[config.mk]
export PLATFORM = sky130hd
export DESIGN_NAME = xbar_prog_verify
export DESIGN_NICKNAME = d
export VERILOG_FILES = /design/src/rtl/xbar_prog_verify.sv
export SDC_FILE = /design/constraint.sdc
export NUM_CORES = 2
export LEC_CHECK = 0
export ABC_AREA = 1
export ABC_CLOCK_PERIOD_IN_PS = 5500
export BUFFER_PORTS_ARGS = -buffer_cell sky130_fd_sc_hd__buf_2
export CAP_MARGIN = 15
export CELL_PAD_IN_SITES_DETAIL_PLACEMENT = 0
export CELL_PAD_IN_SITES_GLOBAL_PLACEMENT = 1
export CORE_UTILIZATION = 35
export DETAILED_ROUTE_END_ITERATION = 6
export PLACE_DENSITY_LB_ADDON = 0.1
export SYNTH_ARGS = -nofsm -noshare
export SYNTH_HDL_FRONTEND = slang
export SYNTH_SLANG_ARGS = --single-unit
export TNS_END_PERCENT = 10
[constraint.sdc]
create_clock -name clk -period 5.5 [get_ports clk]
set_input_delay 1.1 -clock clk [delete_from_list [all_inputs] [get_ports clk]]
set_output_delay 1.1 -clock clk [all_outputs]
set_load 0.05 [all_outputs]
[src/rtl/xbar_prog_verify.sv]
// Program-and-verify engine for one crossbar row: drive, settle, sense, correct, per column.
// Optional per-column failure map enabled by defining XBAR_PV_FAIL_MAP_EN.
module xbar_prog_verify #(
   parameter int DATA_W     = 32,
   parameter int N          = 32,
   parameter int IDX_W      = 5,
   parameter int ITER_MAX   = 5,
   parameter int TOL        = 16,
   parameter int SETTLE_CYC = 4
)(
   input  logic              clk,
   input  logic              rstn,
   input  logic              start,
   input  logic [IDX_W-1:0]  row_idx,
   input  logic              tgt_wr_en,
   input  logic [IDX_W-1:0]  tgt_wr_idx,
   input  logic [DATA_W-1:0] tgt_wr_data,
   output logic              busy,
   output logic              done,
   output logic [IDX_W:0]    fail_cnt,
   output logic [IDX_W-1:0]  mux_row,
   output logic [IDX_W-1:0]  mux_col,
   output logic [DATA_W-1:0] dac_data,
   output logic              dac_valid,
   output logic              adc_req,
   input  logic              adc_rdy,
   input  logic [DATA_W-1:0] adc_data
`ifdef XBAR_PV_FAIL_MAP_EN
   ,
   output logic [N-1:0]      fail_map
`endif
);

   localparam int ITER_W = $clog2(ITER_MAX + 1);
   localparam int SET_W  = $clog2(SETTLE_CYC + 1);

   typedef enum logic [2:0] {
      S_IDLE, S_PROGRAM, S_SETTLE, S_SENSE, S_COMPARE, S_DONE
   } state_t;

   state_t r_state, w_state_nxt;

   logic [DATA_W-1:0] r_tgt [N];
   logic [IDX_W-1:0]  r_row, r_col;
   logic [ITER_W-1:0] r_iter;
   logic [SET_W-1:0]  r_set_cnt;
   logic [DATA_W-1:0] r_drive, r_sensed;
   logic [IDX_W:0]    r_fail_cnt;
`ifdef XBAR_PV_FAIL_MAP_EN
   logic [N-1:0]      r_fail_map;
`endif

   logic                     w_wr, w_pass, w_iter_last, w_col_last;
   logic [IDX_W-1:0]         w_col_inc;
   logic [DATA_W-1:0]        w_tgt0, w_tgt_cur, w_tgt_nxt, w_drive_sat;
   logic signed [DATA_W:0]   w_err;
   logic [DATA_W:0]          w_abs_err;
   logic signed [DATA_W+1:0] w_drive_sum;

   // Target RAM is writable only while no row is in flight.
   assign w_wr = tgt_wr_en && (r_state == S_IDLE || r_state == S_DONE);

   always_ff @(posedge clk) begin
      if (w_wr) r_tgt[tgt_wr_idx] <= tgt_wr_data;
   end

   // Same-edge write to column 0 must be seen by the first drive.
   assign w_tgt0 = (w_wr && tgt_wr_idx == '0) ? tgt_wr_data : r_tgt[0];

   assign w_tgt_cur   = r_tgt[r_col];
   assign w_col_inc   = r_col + IDX_W'(1);
   assign w_tgt_nxt   = r_tgt[w_col_inc];
   assign w_col_last  = (r_col == IDX_W'(N - 1));
   assign w_iter_last = (r_iter == ITER_W'(ITER_MAX - 1));

   assign w_err       = $signed({1'b0, r_sensed}) - $signed({1'b0, w_tgt_cur});
   assign w_abs_err   = w_err[DATA_W] ? (DATA_W+1)'(-w_err) : (DATA_W+1)'(w_err);
   assign w_pass      = (w_abs_err <= (DATA_W+1)'(TOL));
   assign w_drive_sum = $signed({2'b00, r_drive}) - $signed({w_err[DATA_W], w_err});

   // Corrected drive clamps at both rails instead of wrapping.
   always_comb begin
      if (w_drive_sum[DATA_W+1])  w_drive_sat = '0;
      else if (w_drive_sum[DATA_W]) w_drive_sat = '1;
      else                        w_drive_sat = w_drive_sum[DATA_W-1:0];
   end

   always_ff @(posedge clk or negedge rstn) begin
      if (!rstn) r_state <= S_IDLE;
      else       r_state <= w_state_nxt;
   end

   always_comb begin
      w_state_nxt = r_state;
      busy        = 1'b0;
      done        = 1'b0;
      dac_valid   = 1'b0;
      adc_req     = 1'b0;
      case (r_state)
         S_IDLE:    if (start) w_state_nxt = S_PROGRAM;
         S_PROGRAM: begin
            busy        = 1'b1;
            dac_valid   = 1'b1;
            w_state_nxt = S_SETTLE;
         end
         S_SETTLE: begin
            busy = 1'b1;
            if (r_set_cnt == SET_W'(SETTLE_CYC - 1)) w_state_nxt = S_SENSE;
         end
         S_SENSE: begin
            busy    = 1'b1;
            adc_req = 1'b1;
            if (adc_rdy) w_state_nxt = S_COMPARE;
         end
         S_COMPARE: begin
            busy = 1'b1;
            if ((w_pass || w_iter_last) && w_col_last) w_state_nxt = S_DONE;
            else                                       w_state_nxt = S_PROGRAM;
         end
         S_DONE: begin
            done        = 1'b1;
            w_state_nxt = S_IDLE;
         end
         default: w_state_nxt = S_IDLE;
      endcase
   end

   always_ff @(posedge clk or negedge rstn) begin
      if (!rstn) begin
         r_row      <= '0;
         r_col      <= '0;
         r_iter     <= '0;
         r_set_cnt  <= '0;
         r_drive    <= '0;
         r_sensed   <= '0;
         r_fail_cnt <= '0;
`ifdef XBAR_PV_FAIL_MAP_EN
         r_fail_map <= '0;
`endif
      end else begin
         case (r_state)
            S_IDLE: if (start) begin
               r_row      <= row_idx;
               r_col      <= '0;
               r_iter     <= '0;
               r_fail_cnt <= '0;
               r_drive    <= w_tgt0;
`ifdef XBAR_PV_FAIL_MAP_EN
               r_fail_map <= '0;
`endif
            end
            S_PROGRAM: r_set_cnt <= '0;
            S_SETTLE:  r_set_cnt <= r_set_cnt + SET_W'(1);
            S_SENSE:   if (adc_rdy) r_sensed <= adc_data;
            S_COMPARE: begin
               if (w_pass || w_iter_last) begin
                  if (!w_pass) begin
                     r_fail_cnt <= r_fail_cnt + (IDX_W+1)'(1);
`ifdef XBAR_PV_FAIL_MAP_EN
                     r_fail_map[r_col] <= 1'b1;
`endif
                  end
                  if (!w_col_last) begin
                     r_col   <= w_col_inc;
                     r_iter  <= '0;
                     r_drive <= w_tgt_nxt;
                  end
               end else begin
                  r_drive <= w_drive_sat;
                  r_iter  <= r_iter + ITER_W'(1);
               end
            end
            default: ;
         endcase
      end
   end

   assign mux_row  = r_row;
   assign mux_col  = r_col;
   assign dac_data = r_drive;
   assign fail_cnt = r_fail_cnt;
`ifdef XBAR_PV_FAIL_MAP_EN
   assign fail_map = r_fail_map;
`endif

endmodule

Word level (Yosys, flattened, before mapping)
Memory sizes are Yosys's and may differ from the RTL's.
Cells that the tools add are included.
- add/sub/neg operators: 7
- magnitude comparators: 1
- equality and inequality tests: 15
- muxes and demuxes: 32
- reduce and logical (&&, ||, !) cells: 16
- operator list (kind ; count):
    two-way mux 32 bit ; 6
    case mux 32 bit (2 select lines) ; 1
    subtractor 33 x 33 -> 34 bit ; 1
    <= comparator 33 x 5 -> 1 bit (second input constant) ; 1
    two-way mux 33 bit ; 1
    negation 33 bit ; 1
    subtractor 32 x 32 -> 33 bit ; 1
    two-way mux 3 bit ; 7
    two-way mux 6 bit ; 3
    two-way mux 5 bit ; 3
    case mux 3 bit (5 select lines) ; 1
    inequality test 2 bit (second input constant) ; 6
    case mux 3 bit (2 select lines) ; 2
    case mux 6 bit (2 select lines) ; 1
    case mux 5 bit (2 select lines) ; 1
    == test 3 x 2 -> 1 bit (second input constant) ; 3
    == test 3 bit (second input constant) ; 3
    AND reduction 4 bit ; 2
    adder 3 x 1 -> 3 bit (second input constant) ; 2
    adder 6 x 1 -> 6 bit (second input constant) ; 1
    two-way mux 1 bit ; 6
    AND reduction 3 bit ; 2
    adder 5 x 1 -> 5 bit (second input constant) ; 1
    == test 5 bit (second input constant) ; 1
    other kinds (9) ; 14
- bits in registers: 89
- bits in writable memories: 1024
- input bits: 79
- output and inout bits: 52
- logic and storage cells: 80
- memories kept: 1
- memories (name ; depth ; width ; rd ports ; clocked after Yosys merged registers in ; write ports ; RTL line ; text):
    r_tgt ; 32 ; 32 ; 3 ; 0 ; 1 ; 43 ; logic [DATA_W-1:0] r_tgt [N];

Logic depth before layout (Yosys ltp)
An unclocked memory read counts as a cell.
- depth after elaboration: 9
- mapped depth: 42
- gate-level depth less buffers: 37

Worst setup path after synthesis
No wires, ideal clock.
- kind: register -> register
- start: reg r_col[0] (netlist: mux_col[0])
- end: reg r_drive[28] (netlist: dac_data[28])
- library setup time: 0.073 ns
- arrival time: 6.137 ns
- required time: 5.427 ns
- path slack: -0.710 ns
- stages on the path, launching flop included: 37
- buffers on the path: 7
- clock period less this slack: 6.210 ns
- cells stage by stage: dfrtp_1 > clkbuf_1 > clkbuf_1 > clkbuf_1 > clkbuf_1 > clkbuf_1 > clkbuf_1 > a21oi_1 > o21ai_0 > o21ai_0 > nor2_1 > o22ai_1 > nand2_1 > nand2_1 > ha_1 > fa_1 > inv_1 > nand3_1 > nand2_1 > nand2_1 > nand2_1 > nand3_1 > nand4_1 > nand2_1 > ha_1 > nand2_1 > nor3_1 > nand2_1 > o211ai_1 > a21oi_1 > or2_2 > nand2_1 > clkbuf_1 > o21ai_0 > nand3_1 > nand3_1 > a21oi_2
- cells in the longest elaborated chain, start to end: 8
- elaborated cells on any way between the ends: 16
- classes of those cells: add/sub: 4; order compare: 1; eq/ne: 2; mux: 6; reduce/logical: 2; memory: 1
- ends and longest elaborated chain (item ; RTL line ; text):
    start: declaration ; 44 ; logic [IDX_W-1:0] r_row, r_col;
    start signal: assignment ; 164 ; r_col <= w_col_inc;
    memory (32 x 32 bit) ; -- ;
    subtractor 32 x 32 -> 33 bit ; 76 ; assign w_err = $signed({1'b0, r_sensed}) - $signed({1'b0, w_tgt_cur});
    negation 33 bit ; 77 ; assign w_abs_err = w_err[DATA_W] ? (DATA_W+1)'(-w_err) : (DATA_W+1)'(w_err);
    two-way mux 33 bit ; 77 ;
    <= comparator 33 x 5 -> 1 bit ; 78 ; assign w_pass = (w_abs_err <= (DATA_W+1)'(TOL));
    logical OR 1 bit ; 156 ; if (w_pass || w_iter_last) begin
    inequality test 3 bit (no line) / two-way mux 32 bit (equally long branches) ; -- ;
    AND reduction 3 bit (no line) / case mux 32 bit (2 select lines) (equally long branches) ; -- ;
    end signal: assignment ; 147 ; r_drive <= w_tgt0;
    end signal: assignment ; 166 ; r_drive <= w_tgt_nxt;
    end signal: assignment ; 169 ; r_drive <= w_drive_sat;
    end: declaration ; 47 ; logic [DATA_W-1:0] r_drive, r_sensed;
Several ways; a longest one is shown, not always the timed one. The select of a mux whose other input is x is not followed.
A chain may end at the register's enable or synchronous reset.

Worst setup path after layout
Same ends and word-level chain as after synthesis.

==> metrics.cfg <==
[critical_path]
path_max_fanout = 11
critPathLaunchType = flop
crit_arrival_ns = 6.22
crit_path_frequent_cell = buf_4
worstSetupPathType = reg -> reg
cp.required_ns = 6.16
ff2ff_path_depth = 34
endpoint_kind = flop
critPathSlowestCell = dfrtp_4
slowest_delay_ns = 0.54

[run_status]
violations = setup timing
status = finished, violations left

[detailed_routing]
routed_via_density = 5.62
wl_per_cell_um = 26.8
ant_nets = 0
drcViolationCount = 0
dr.pass1.iters = 6
routed_wl_um = 256000
drtIter0Drc = 5687
num_vias = 53621

[final_layout]
drive_gt1_share_pct = 22.7
layout_commonest_cell = o21ai_0
nets = 7360
syn_to_final_growth_pct = 27.0
final_cell_mix = 1196 x o21ai_0, 1024 x edfxtp_1, 667 x buf_4

[clocking]
root_buffer = clkbuf_16
cts_buffer_depth = 3
clk_pin_slew_worst_paths_ns = 0.06
ctsHoldBuffers = 0
cts_made_buffers = 137
clock_sinks = 1113
clk-insertion-delay-late_ns = 0.79
htreeDepth = 4
tritoncts = yes

[timing]
clock.fmax_ghz = 0.180
period_needed_ns = 5.55
maxSlewViolCount = 0
skew_ns = 0.0295
relSlewSlack_pct = 28.9
hold_viol = 0
fin_setup_tns_ns = -0.702
rsz0062_at_grt = yes
setup_viol = 31
worst_slew_pin_slew_ns = 1.07
fin_ws_ns = -0.0536
period_share_pct = 101

[synthesis]
ys_seq_area_share_pct = 54.9
ys_ff_latch = 1113
synth_area_per_cell_um2 = 9.12
yosysTopAreaCell = edfxtp_1
synth_top_cell_area_share_pct = 51.2
synth_edf_count = 1024
synthesis.yosys.warnings = 0
synth_fp_nets = 6737
synth_area_leaders = edfxtp_1 51%, o21ai_0 11%, a21oi_1 5.5%, o211ai_1 5.3%, nor2_1 4.0%
synth.distinct_cells = 45
synth_cells = 6585
ys.flop_type = edfxtp_1
synth_area_um2 = 60100
async_flop_share_pct = 8.00

[global_route]
grt_use_total_pct = 28.8
grt_max_degree = 141
overflow = 0
grt_pass1_vias = 50856
grt_pass1_wl_um = 361000
antenna_found_initial = 17

[place]
portBuffers = 130
pre_cts_slack_ns = -0.767
dp_hpwl_um = 168000
gp_congestion = 0.906

[power]
p_per_area_nw_per_um2 = 611
finalPower_mw = 46.6
leakagePower_nw = 28.1
ir_worst_vdd_mv = 0.617

[die]
die_h_um = 416
die_w_um = 416
placeableCoreArea_um2 = 170000
start_util_pct = 35.4
io_pins = 131
dieArea_um2 = 173000
rows = 151

[hold_path]
hold_path.class = in -> async

[job]
cap_violations = 0

## what timing repair did
action                     CTS  global route
cloned                      13            10
setup endpoints to repair   47            47
resized for setup          273           334
setup buffers               24            32
pin swaps                   52           115
## metrics by stage
step           hold WS (ns)  util, %  instances  cell area [um2]
4_1_cts               0.380     44.0       9493            74700
6_report              0.387     44.9       9540            76300
3_3_place_gp          0.476     40.5       9212            68900
2_1_floorplan         0.457        -       6585            60200
3_5_place_dp          0.492     40.5       9212            68900
5_1_grt               0.403     44.9       9538            76300
## worst paths after layout
path / startpoint / to / slack (ns)
setup / recovery: mux_col[0]$_DFFE_PN0P_ / dac_data[28]$_DFFE_PN0P_ / -0.05
hold / removal: rstn / fail_cnt[5]$_DFFE_PN0P_ / 0.39
setup reg to reg: mux_col[0]$_DFFE_PN0P_ / dac_data[28]$_DFFE_PN0P_ / -0.05
hold reg to reg: r_set_cnt[1]$_DFFE_PN0P_ / r_set_cnt[1]$_DFFE_PN0P_ / 0.50
max in group asynchronous: rstn / mux_row[4]$_DFFE_PN0P_ / 3.96
min in group clk: r_set_cnt[1]$_DFFE_PN0P_ / r_set_cnt[1]$_DFFE_PN0P_ / 0.50
## logic make-up after synthesis
logic type / synth area share [%]
fa+ha+maj: 1.55
mux: 0.656
simple gates: 12.5
xor+xnor: 0.569
flops: 54.9
buf+inv: 6.53
compound gates: 23.3
## critical path, delay by kind of cell (launching register included)
| family | cells | cell delay [ns] |
|---|---|---|
| flops | 1 | 0.54 |
| buf+inv | 10 | 1.47 |
| compound gates | 8 | 1.31 |
| xor+xnor | 1 | 0.16 |
| fa+ha+maj | 2 | 0.60 |
| simple gates | 13 | 1.33 |
## synthesized netlist by cell type, types with 71 or more instances
cell type     n
buf_1        81
ha_1         71
nor2_1      642
nand3_1     419
o211ai_1    424
edfxtp_1   1024
a21oi_1     658
dfrtp_1      89
o21ai_0    1334
inv_1       513
nand2_1     621
clkbuf_1    383
## layout make-up
class / instances / area [um2]
antenna: 9 / 22.5
clock buffer: 179 / 3760
clock inverter: 65 / 492
fill: 16242 / 93500
inverter: 536 / 2050
multi-input combinational: 4451 / 25200
sequential: 1113 / 33000
tap: 2218 / 2780
timing repair buffer: 967 / 8960
timing repair inverter: 2 / 25.0
## state kept, by name, indices dropped and copies added, names as in the netlist
signal,flops
r_tgt,1024
mux_row,5
fail_cnt,6
r_sensed,32
r_iter,3
r_state,3
dac_data,32
mux_col,5
r_set_cnt,3
## metal layers
metal	share of wire [%]	GRT usage, %	wire length (um)	vias up
li1	-	-	-	24926
met1	42	38.2	108000	26309
met2	47	47.9	121000	1954
met3	6.6	4.23	16900	428
met4	3.8	10.0	9750	4
met5	0.0090	0	23	-
## report_power, final
group	internal [mW]	switching, mW	total [mW]
combinational	12.0	15.7	27.6
clock	5.05	3.74	8.79
sequential	9.62	0.569	10.2
total	26.6	20.0	46.6
Power figures use the tool's default switching activity.
